$ cat src/rtl/rr_packet_arbiter_if.sv
// rr_packet_arbiter_if: requester-side and datapath-side handshake bundle.
// master = arbiter view, slave = environment (requesters + datapath) view.
interface rr_packet_arbiter_if #(
  parameter int WIDTH = 8,
  parameter int N_REQ = 4
);
  localparam int SRC_W = (N_REQ > 2) ? $clog2(N_REQ) : 1;

  logic [N_REQ-1:0]       req_valid_i;
  logic [N_REQ-1:0]       req_last_i;
  logic [N_REQ*WIDTH-1:0] req_data_i;
  logic [N_REQ-1:0]       req_ready_o;
  logic                   out_valid_o;
  logic [WIDTH-1:0]       out_data_o;
  logic                   out_last_o;
  logic [SRC_W-1:0]       out_src_o;
  logic                   out_ready_i;

  modport master (
    input  req_valid_i,
    input  req_last_i,
    input  req_data_i,
    input  out_ready_i,
    output req_ready_o,
    output out_valid_o,
    output out_data_o,
    output out_last_o,
    output out_src_o
  );

  modport slave (
    output req_valid_i,
    output req_last_i,
    output req_data_i,
    output out_ready_i,
    input  req_ready_o,
    input  out_valid_o,
    input  out_data_o,
    input  out_last_o,
    input  out_src_o
  );
endinterface

$ cat src/rtl/rr_packet_arbiter.sv
// rr_packet_arbiter: packet-granular round-robin arbiter, registered output.
// Ports: clk_i, rst_i (sync, active-high), bus (rr_packet_arbiter_if.master),
//   err_len_o (sticky truncation flag), grant_cnt_o (only with ARB_STATS_EN).
// Optional feature macro: ARB_STATS_EN (per-requester saturating grant counters).
module rr_packet_arbiter #(
  parameter int WIDTH     = 8,
  parameter int N_REQ     = 4,
  parameter int MAX_BEATS = 16,
  parameter int CNT_WIDTH = 16
) (
  input  logic                 clk_i,
  input  logic                 rst_i,
  rr_packet_arbiter_if.master  bus,
`ifdef ARB_STATS_EN
  output logic [N_REQ*CNT_WIDTH-1:0] grant_cnt_o,
`endif
  output logic                 err_len_o
);

  localparam int SRC_W = (N_REQ > 2) ? $clog2(N_REQ) : 1;
  localparam int MB_W  = (MAX_BEATS > 1) ? $clog2(MAX_BEATS) : 1;
  localparam logic [MB_W-1:0]  BEAT_CAP = MB_W'(MAX_BEATS - 1);
  localparam logic [SRC_W-1:0] SRC_TOP  = SRC_W'(N_REQ - 1);

  if (WIDTH < 1 || N_REQ < 2 || CNT_WIDTH < 1 || MAX_BEATS < 0)
  begin : g_bad_cfg
    $error("rr_packet_arbiter: illegal parameter set");
  end

  typedef enum logic {
    IDLE,
    BUSY
  } state_t;

  state_t            state_q, state_d;
  logic [SRC_W-1:0]  gnt_q, gnt_d;
  logic [SRC_W-1:0]  ptr_q, ptr_d;
  logic [MB_W-1:0]   bcnt_q, bcnt_d;
  logic              ov_q, ov_d;
  logic [WIDTH-1:0]  od_q, od_d;
  logic              ol_q, ol_d;
  logic [SRC_W-1:0]  os_q, os_d;
  logic              err_q, err_d;

  logic [SRC_W-1:0]  pick;
  logic              any_req;
  logic [N_REQ-1:0]  rdy_vec;
  logic              slot_free;
  logic              fire;
  logic              cap_hit;
  logic              last_eff;
  logic [WIDTH-1:0]  beat;
  logic [SRC_W-1:0]  ptr_nxt;

  // Scan from the far end back toward the pointer so the requester
  // nearest at/after the pointer is the one left in pick.
  always_comb begin
    int idx;
    idx     = 0;
    pick    = '0;
    any_req = 1'b0;
    for (int i = N_REQ - 1; i >= 0; i--) begin
      idx = int'(ptr_q) + i;
      if (idx >= N_REQ) idx = idx - N_REQ;
      if (bus.req_valid_i[idx]) begin
        pick    = SRC_W'(idx);
        any_req = 1'b1;
      end
    end
  end

  assign beat    = bus.req_data_i[int'(gnt_q)*WIDTH +: WIDTH];
  assign ptr_nxt = (gnt_q == SRC_TOP) ? '0 : gnt_q + 1'b1;
  assign cap_hit = (MAX_BEATS > 0) && (bcnt_q == BEAT_CAP);
  assign last_eff = bus.req_last_i[gnt_q] || cap_hit;

  always_comb begin
    state_d   = state_q;
    gnt_d     = gnt_q;
    ptr_d     = ptr_q;
    bcnt_d    = bcnt_q;
    ov_d      = ov_q;
    od_d      = od_q;
    ol_d      = ol_q;
    os_d      = os_q;
    err_d     = err_q;
    rdy_vec   = '0;
    slot_free = 1'b0;
    fire      = 1'b0;

    // A presented beat leaves the register when the datapath takes it;
    // a newly accepted beat below overrides this.
    if (ov_q && bus.out_ready_i) ov_d = 1'b0;

    unique case (state_q)
      IDLE: begin
        if (any_req) begin
          gnt_d   = pick;
          state_d = BUSY;
        end
      end
      BUSY: begin
        slot_free = !ov_q || bus.out_ready_i;
        if (slot_free) rdy_vec[gnt_q] = 1'b1;
        fire = slot_free && bus.req_valid_i[gnt_q];
        if (fire) begin
          ov_d = 1'b1;
          od_d = beat;
          ol_d = last_eff;
          os_d = gnt_q;
          if (cap_hit && !bus.req_last_i[gnt_q]) err_d = 1'b1;
          if (last_eff) begin
            ptr_d   = ptr_nxt;
            bcnt_d  = '0;
            state_d = IDLE;
          end else if (MAX_BEATS > 0) begin
            bcnt_d = bcnt_q + 1'b1;
          end
        end
      end
      default: state_d = IDLE;
    endcase
  end

  always_ff @(posedge clk_i) begin
    if (rst_i) begin
      state_q <= IDLE;
      gnt_q   <= '0;
      ptr_q   <= '0;
      bcnt_q  <= '0;
      ov_q    <= 1'b0;
      od_q    <= '0;
      ol_q    <= 1'b0;
      os_q    <= '0;
      err_q   <= 1'b0;
    end else begin
      state_q <= state_d;
      gnt_q   <= gnt_d;
      ptr_q   <= ptr_d;
      bcnt_q  <= bcnt_d;
      ov_q    <= ov_d;
      od_q    <= od_d;
      ol_q    <= ol_d;
      os_q    <= os_d;
      err_q   <= err_d;
    end
  end

  assign bus.req_ready_o = rdy_vec;
  assign bus.out_valid_o = ov_q;
  assign bus.out_data_o  = od_q;
  assign bus.out_last_o  = ol_q;
  assign bus.out_src_o   = os_q;
  assign err_len_o       = err_q;

`ifdef ARB_STATS_EN
  logic [CNT_WIDTH-1:0] gcnt_q [N_REQ];
  logic                 grant_now;

  assign grant_now = (state_q == IDLE) && any_req;

  always_ff @(posedge clk_i) begin
    if (rst_i) begin
      for (int r = 0; r < N_REQ; r++) gcnt_q[r] <= '0;
    end else if (grant_now) begin
      for (int r = 0; r < N_REQ; r++) begin
        if (pick == SRC_W'(r) && gcnt_q[r] != '1)
          gcnt_q[r] <= gcnt_q[r] + 1'b1;
      end
    end
  end

  for (genvar r = 0; r < N_REQ; r++) begin : g_cnt
    assign grant_cnt_o[r*CNT_WIDTH +: CNT_WIDTH] = gcnt_q[r];
  end
`endif

endmodule
$ cat src/flat_wrapper.sv
// flat-port wrapper written by rule: the top's interface ports become plain ports
module rr_packet_arbiter_flat 
#(
  parameter int WIDTH     = 8,
  parameter int N_REQ     = 4,
  parameter int MAX_BEATS = 16,
  parameter int CNT_WIDTH = 16
)
  (clk_i, rst_i, err_len_o, bus_req_valid_i, bus_req_last_i, bus_req_data_i, bus_out_ready_i, bus_req_ready_o, bus_out_valid_o, bus_out_data_o, bus_out_last_o, bus_out_src_o);
  rr_packet_arbiter_if #(.WIDTH(WIDTH), .N_REQ(N_REQ)) bus_i ();
  input  logic clk_i;
  input  logic rst_i;
  output logic err_len_o;
  input wire logic [$bits(bus_i.req_valid_i)-1:0] bus_req_valid_i;
  input wire logic [$bits(bus_i.req_last_i)-1:0] bus_req_last_i;
  input wire logic [$bits(bus_i.req_data_i)-1:0] bus_req_data_i;
  input wire logic [$bits(bus_i.out_ready_i)-1:0] bus_out_ready_i;
  output wire logic [$bits(bus_i.req_ready_o)-1:0] bus_req_ready_o;
  output wire logic [$bits(bus_i.out_valid_o)-1:0] bus_out_valid_o;
  output wire logic [$bits(bus_i.out_data_o)-1:0] bus_out_data_o;
  output wire logic [$bits(bus_i.out_last_o)-1:0] bus_out_last_o;
  output wire logic [$bits(bus_i.out_src_o)-1:0] bus_out_src_o;
  assign bus_i.req_valid_i = bus_req_valid_i;
  assign bus_i.req_last_i = bus_req_last_i;
  assign bus_i.req_data_i = bus_req_data_i;
  assign bus_i.out_ready_i = bus_out_ready_i;
  assign bus_req_ready_o = bus_i.req_ready_o;
  assign bus_out_valid_o = bus_i.out_valid_o;
  assign bus_out_data_o = bus_i.out_data_o;
  assign bus_out_last_o = bus_i.out_last_o;
  assign bus_out_src_o = bus_i.out_src_o;
  rr_packet_arbiter #(.WIDTH(WIDTH), .N_REQ(N_REQ), .MAX_BEATS(MAX_BEATS), .CNT_WIDTH(CNT_WIDTH)) u_core (.clk_i(clk_i), .rst_i(rst_i), .bus(bus_i), .err_len_o(err_len_o));
endmodule
$ cat config.mk
export PLATFORM = sky130hd
export DESIGN_NAME = rr_packet_arbiter_flat
export DESIGN_NICKNAME = d
export VERILOG_FILES = /design/src/rtl/rr_packet_arbiter_if.sv /design/src/rtl/rr_packet_arbiter.sv /design/src/flat_wrapper.sv
export SDC_FILE = /design/constraint.sdc
export NUM_CORES = 1
export LEC_CHECK = 0
export ABC_CLOCK_PERIOD_IN_PS = 2100
export BUFFER_PORTS_ARGS = -buffer_cell sky130_fd_sc_hd__buf_2
export CORE_MARGIN = 2
export CORE_UTILIZATION = 40
export CTS_CLUSTER_SIZE = 16
export DETAILED_ROUTE_END_ITERATION = 8
export GPL_ROUTABILITY_DRIVEN = 0
export PLACE_DENSITY = 0.71
export SLEW_MARGIN = 20
export SYNTH_ARGS = -nofsm -noshare
export SYNTH_HDL_FRONTEND = slang
export SYNTH_SLANG_ARGS = --single-unit
$ cat constraint.sdc
create_clock -name clk_i -period 2.1 [get_ports clk_i]
set_clock_uncertainty 0.1 [all_clocks]
set_input_delay 0.315 -clock clk_i [delete_from_list [all_inputs] [get_ports clk_i]]
set_output_delay 0.315 -clock clk_i [all_outputs]
set_load 0.01 [all_outputs]
# After elaboration in Yosys (flattened, before gate mapping)

Cells that the tools add are included.
W data, S select, Z words.

Word-level logic and storage cells: 85
Bits in registers: 22
Output and inout port bits: 17
Bits of input ports: 43

$add $sub $neg: 9
Eq/ne operators: 2
Reduce and logical (&&, ||, !) cells: 12
Mux-type cells: 41
Shift-type cells: 1
$lt $le $gt $ge: 10
Bitwise operators: 1

Operators by type and width:

| operator                | number |
|---|---|
| $lt A32 B4 Y1 const B   | 4 |
| $mux W32                | 4 |
| $ge A32 B4 Y1 const B   | 3 |
| $sub A32 B4 Y32 const B | 3 |
| $shiftx A32 B6 Y8       | 1 |
| $mux W1                 | 21 |
| $bmux W1 S2             | 6 |
| $mux W4                 | 3 |
| $mux W2                 | 5 |
| $add A2 B2 Y3 const B   | 2 |
| $reduce_and A3 Y1       | 2 |
| $add A4 B1 Y4 const B   | 1 |
| $eq A4 B4 Y1 const B    | 1 |
| $logic_and A1 B1 Y1     | 4 |
| $reduce_and A2 Y1       | 2 |
| $sub A2 B3 Y4 const B   | 1 |
| $add A2 B1 Y3 const B   | 1 |
| $ge A2 B3 Y1 const B    | 1 |
| $lt A2 B3 Y1 const B    | 1 |
| $add A2 B1 Y2 const B   | 1 |
| $demux W1 S2            | 1 |
| $eq A2 B2 Y1 const B    | 1 |
| $ge A2 B1 Y1 const B    | 1 |
| $logic_not A1 Y1        | 2 |
| other kinds (3)         | 4 |

# Longest topological paths before layout

Depth in word-level cells: 12
Mapped depth: 7
Gate-level depth less buffers: 5

# Least setup slack after synthesis

No wires, ideal clock.

Path kind: register to register
Start point: register u_core.gnt_q[0]
End point: register u_core.bcnt_q[3]
Clock period less this slack: 1825 ps
Slack: 275 ps
Setup time: 70 ps
Arrival time: 1655 ps
Cell stages (with the launch flop): 5
Path buffers: 1
Data required time: 1930 ps
Cells stage by stage: dfxtp_1 clkbuf_2 mux4_2 or4_1 a21oi_1

Cells in the longest elaborated chain, start to end: 4
Elaborated cells on any way between the ends: 8
Those cells by class: 5 x mux; 3 x reduce/logical

Ends and longest elaborated chain:

| what                                                      | line                                              | source |
|---|---|---|
| from (decl)                                               | rr_packet_arbiter.sv:36                           | `logic [SRC_W-1:0] gnt_q, gnt_d;` |
| from (signal assigned)                                    | rr_packet_arbiter.sv:138                          | `gnt_q <= gnt_d;` |
| $bmux W1 S2, on equally long branches                     | rr_packet_arbiter.sv:75, rr_packet_arbiter.sv:105 |  |
| $mux W1, on equally long branches                         | rr_packet_arbiter.sv:75, rr_packet_arbiter.sv:105 |  |
| $logic_or A1 B1 Y1 or $logic_and A1 B1 Y1 (tied branches) | rr_packet_arbiter.sv:75, rr_packet_arbiter.sv:105 |  |
| $mux W4 or $reduce_and A2 Y1 (tied branches)              | --                                                |  |
| to (signal assigned)                                      | rr_packet_arbiter.sv:140                          | `bcnt_q <= bcnt_d;` |
| to (decl)                                                 | rr_packet_arbiter.sv:38                           | `logic [MB_W-1:0] bcnt_q, bcnt_d;` |

Several ways; a longest one is shown, not always the timed one. The select of a mux whose other input is x is not followed.
A chain may end at the register's enable or synchronous reset.

# Final worst setup path

Start point: register u_core.gnt_q[0]
End point: output bus_req_ready_o[0]

Cells in the longest elaborated chain, start to end: 6
Elaborated cells on any way between the ends: 7
Those cells by class: 2 x order compare; 4 x mux; 1 x reduce/logical

Ends and longest elaborated chain:

| what                                                               | line                     | source |
|---|---|---|
| $lt A2 B3 Y1 (implied by the code) or $ge A2 B1 Y1 (tied branches) | rr_packet_arbiter.sv:104 | `if (slot_free) rdy_vec[gnt_q] = 1'b1;` |
| $logic_and A1 B1 Y1 (implied by the code)                          | rr_packet_arbiter.sv:104 |  |
| $mux W1 (implied by the code)                                      | rr_packet_arbiter.sv:104 |  |
| $demux W1 S2 (*)                                                   | --                       |  |
| $mux W4 (*)                                                        | rr_packet_arbiter.sv:104 |  |
| $mux W4 (*)                                                        | rr_packet_arbiter.sv:95  | `unique case (state_q)` |
| to (decl)                                                          | flat_wrapper.sv:18       | `output wire logic [$bits(bus_i.req_ready_o)-1:0] bus_req_ready_o;` |

Mark *: on every way between the ends. The rest lies on a longest branch, timed or not.

==> run_results.csv <==
group,metric,value,unit
outcome,status,"finished, final reports clean",
yosys,syn_avg_cell_area,9.08,sq um
sta,finalHoldViolations,0,
final_layout,finalNetCount,242,
yosys,synth.cells.most_frequent,"22 x dfxtp_1, 22 x nand2_1, 20 x a21oi_1",
critical_path,max_stage_delay,0.37,ns
final_layout,stdcell_count,226,
floorplan,core,3000,sq um
clocking,clockBufferDepth,2,
critical_path,crit_path_cell_trace,"buf_4 -> inv_1 -> ha_1 -> and3_1 -> buf_2",
clocking,root_buffer,"clkbuf_4",
yosys,synth_top_area_frac,0.357,
clocking,numCtsBuffers,3,
global_route,grt_pass1_wl,4550,um
yosys,syn_nets,184,
global_route,use_met2,0.314,
yosys,ys_types,28,
detailed_routing,wl_per_cell,13.1,um
final_layout,area_growth,28.6,%
global_route,antenna_found_initial,0,
floorplan,initial_core_util,0.411,
global_route,top_usage_layer,"met2",
detailed_routing,vias_per_cell,5.43,
critical_path,crit_required,1.68,ns
detailed_routing,drtIter0Drc,36,
yosys,ys_seq_elements,22,
final_layout,n_antenna_cell,0,
min_path,hold_start,"rst_i",
sta,relSlewSlack,0.660,
clocking,htreeDepth,1,
critical_path,rr_worst_depth,5,
placement,pre_cts_slack,0.173,ns
sta,slew_violations,0,
clocking,cts_tree,"yes",
sta,setup_viol,0,
placement,numPortBuffers,59,
clocking,clk_latency,0.30,ns
floorplan,die_y,59.6,um
power_and_ir_drop,max-vdd-ir-drop,0.262,mV
clocking,cts.clk_slew.worst_paths,0.12,ns
clocking,ctsHoldBuffers,0,
critical_path,regToRegSetupSlack,0.24,ns
floorplan,die_w,59.6,um
power_and_ir_drop,p_leak,0.726,nW
sta,fin_hold_ws,0.303,ns
detailed_routing,routed-via-count,1228,
global_route,grt_usage,0.165,
placement,dp_cells,222,
sta,fmax,517,MHz
global_route,grt_pass1_vias,1131,
yosys,yosys_warnings,0,
sta,fin_ws,0.164,ns
placement,dp_hpwl,2300,um
sta,period_share,0.922,
critical_path,timing.rr.start,"u_core.gnt_q[0]$_SDFFE_PP0P_",
min_path,hold_end,"u_core.err_len_o$_SDFFE_PP0P_",
floorplan,dieArea,3550,sq um
floorplan,rows,20,
clocking,post_cts_buffers,0,
global_route,met3_usage,0.0131,
final_layout,drive_gt1_frac,0.409,
sta,fin_crit,1.94,ns
detailed_routing,drt-total-wl,2950,um
global_route,gr-total-overflow,0,
critical_path,worstReg2RegEnd,"u_core.bcnt_q[3]$_SDFFE_PP0P_",
final_layout,utilization,0.529,
min_path,min_path_type,"in -> reg",
job,drv_cap,0,
critical_path,cp_max_fo,15,
sta,rsz0062_at_grt,"no",
floorplan,io_pins,60,
global_route,met1_usage,0.187,
yosys,synth_edf_count,0,
power_and_ir_drop,power_per_cell_area,569,nW/um^2
yosys,synth_area_leaders,"dfxtp_1 36%, mux4_2 18%, a21oi_1 8.1%, nand2_1 6.7%, ha_1 5.1%",
yosys,synth.largest_area_cell,"dfxtp_1",
detailed_routing,drc,0,
yosys,synth_flop_cell,"dfxtp_1",
clocking,cts.sinks,22,
detailed_routing,firstDrtPassIters,4,
critical_path,worst_setup_path_start_kind,"flip-flop",
yosys,ys_seq_area_frac,0.357,
sta,setup_tns,0,ns
yosys,syn_inst,136,
global_route,grt_max_degree,23,
critical_path,crit_path_end_kind,"output port",
critical_path,critPathSlowestCell,"dfxtp_1",
min_path,hold_path_depth,2,
sta,tightest_slew,0.505,ns
critical_path,critPathKind,"reg -> out",
yosys,async_flop_share,0,
critical_path,cp.arrival,1.52,ns
detailed_routing,final_antenna_net_count,0,
yosys,synth_area,1230,sq um
cell usage in the layout, fill, tap and decap left out, types with 3 or more instances in the layout:
cell type | netlist | final
a21oi_1 | 20 | 20
nand2_1 | 22 | 22
dfxtp_1 | 22 | 22
inv_1 | 6 | 6
mux4_2 | 10 | 10
ha_1 | 5 | 5
o21ai_0 | 6 | 6
nor2_1 | 8 | 8
clkbuf_4 | 0 | 3
buf_2 | 4 | 59
and3_1 | 6 | 5
buf_4 | 0 | 4
worst max-delay path by stage:
stage                                 start                            end  slack, ns  depth (start not counted)
2_1_floorplan  u_core.gnt_q[0]$_SDFFE_PP0P_  u_core.bcnt_q[3]$_SDFFE_PP0P_       0.27                          4
3_3_place_gp   u_core.gnt_q[0]$_SDFFE_PP0P_  u_core.bcnt_q[2]$_SDFFE_PP0P_       0.25                          5
3_5_place_dp   u_core.gnt_q[0]$_SDFFE_PP0P_  u_core.bcnt_q[2]$_SDFFE_PP0P_       0.17                          5
4_1_cts        u_core.gnt_q[0]$_SDFFE_PP0P_  u_core.bcnt_q[2]$_SDFFE_PP0P_       0.14                          5
5_1_grt        u_core.gnt_q[0]$_SDFFE_PP0P_             bus_req_ready_o[0]       0.04                          5
6_report       u_core.gnt_q[0]$_SDFFE_PP0P_             bus_req_ready_o[0]       0.16                          5
cell type report:
cell class / count / area [sq um]
Fill cell: 294 / 1420
Multi-Input combinational cell: 98 / 722
Sequential cell: 22 / 440
Timing Repair Buffer: 63 / 325
Tap cell: 33 / 41.3
Clock buffer: 4 / 36.3
Inverter: 6 / 22.5
stage by stage:
| stage | total power, mW | instance area [sq um] |
|---|---|---|
| floorplan | 0.598 | 1230 |
| global placement | 0.673 | 1550 |
| detailed placement | 0.681 | 1550 |
| CTS | 0.910 | 1590 |
| global route | 0.950 | 1590 |
| finish | 0.903 | 1590 |
registers in the layout, summed over array words and instances, names as in the netlist:
signal	cells
u_core.bus.out_valid_o	1
u_core.bus.out_data_o	8
u_core.bus.out_last_o	1
u_core.ptr_q	2
u_core.state_q	1
u_core.gnt_q	2
u_core.err_len_o	1
u_core.bcnt_q	4
u_core.bus.out_src_o	2
metal layers:
layer | vias up | part of all wire
met1 | 587 | 0.39
met2 | 39 | 0.57
met3 | 0 | 0.040
met4 | 0 | 0
met5 | - | 0
li1 | 602 | -
logic make-up after synthesis:
family / count (synthesis) / share of synthesized area
compound gates: 33 / 0.151
simple gates: 50 / 0.200
fa+ha+maj: 5 / 0.0507
mux: 10 / 0.182
flops: 22 / 0.357
buf+inv: 16 / 0.0598
power breakdown:
part | internal [mW] | leakage (nW) | switching, mW
clock network | 0.106 | 0.0210 | 0.127
registers | 0.440 | 0.179 | 0.0171
logic | 0.108 | 0.526 | 0.105
worst max-delay path: cells and delay by family (launching register included):
family	cells	cell delay, ns
fa+ha+maj	1	0.19
buf+inv	3	0.50
flops	1	0.37
simple gates	1	0.15
what timing repair did:
item / 4_1_cts / 5_1_grt
hold endpoints to repair: 0 / 0
setup endpoints to repair: 0 / 1
resized for setup: 0 / 1
(Power assumes the default switching activity.)
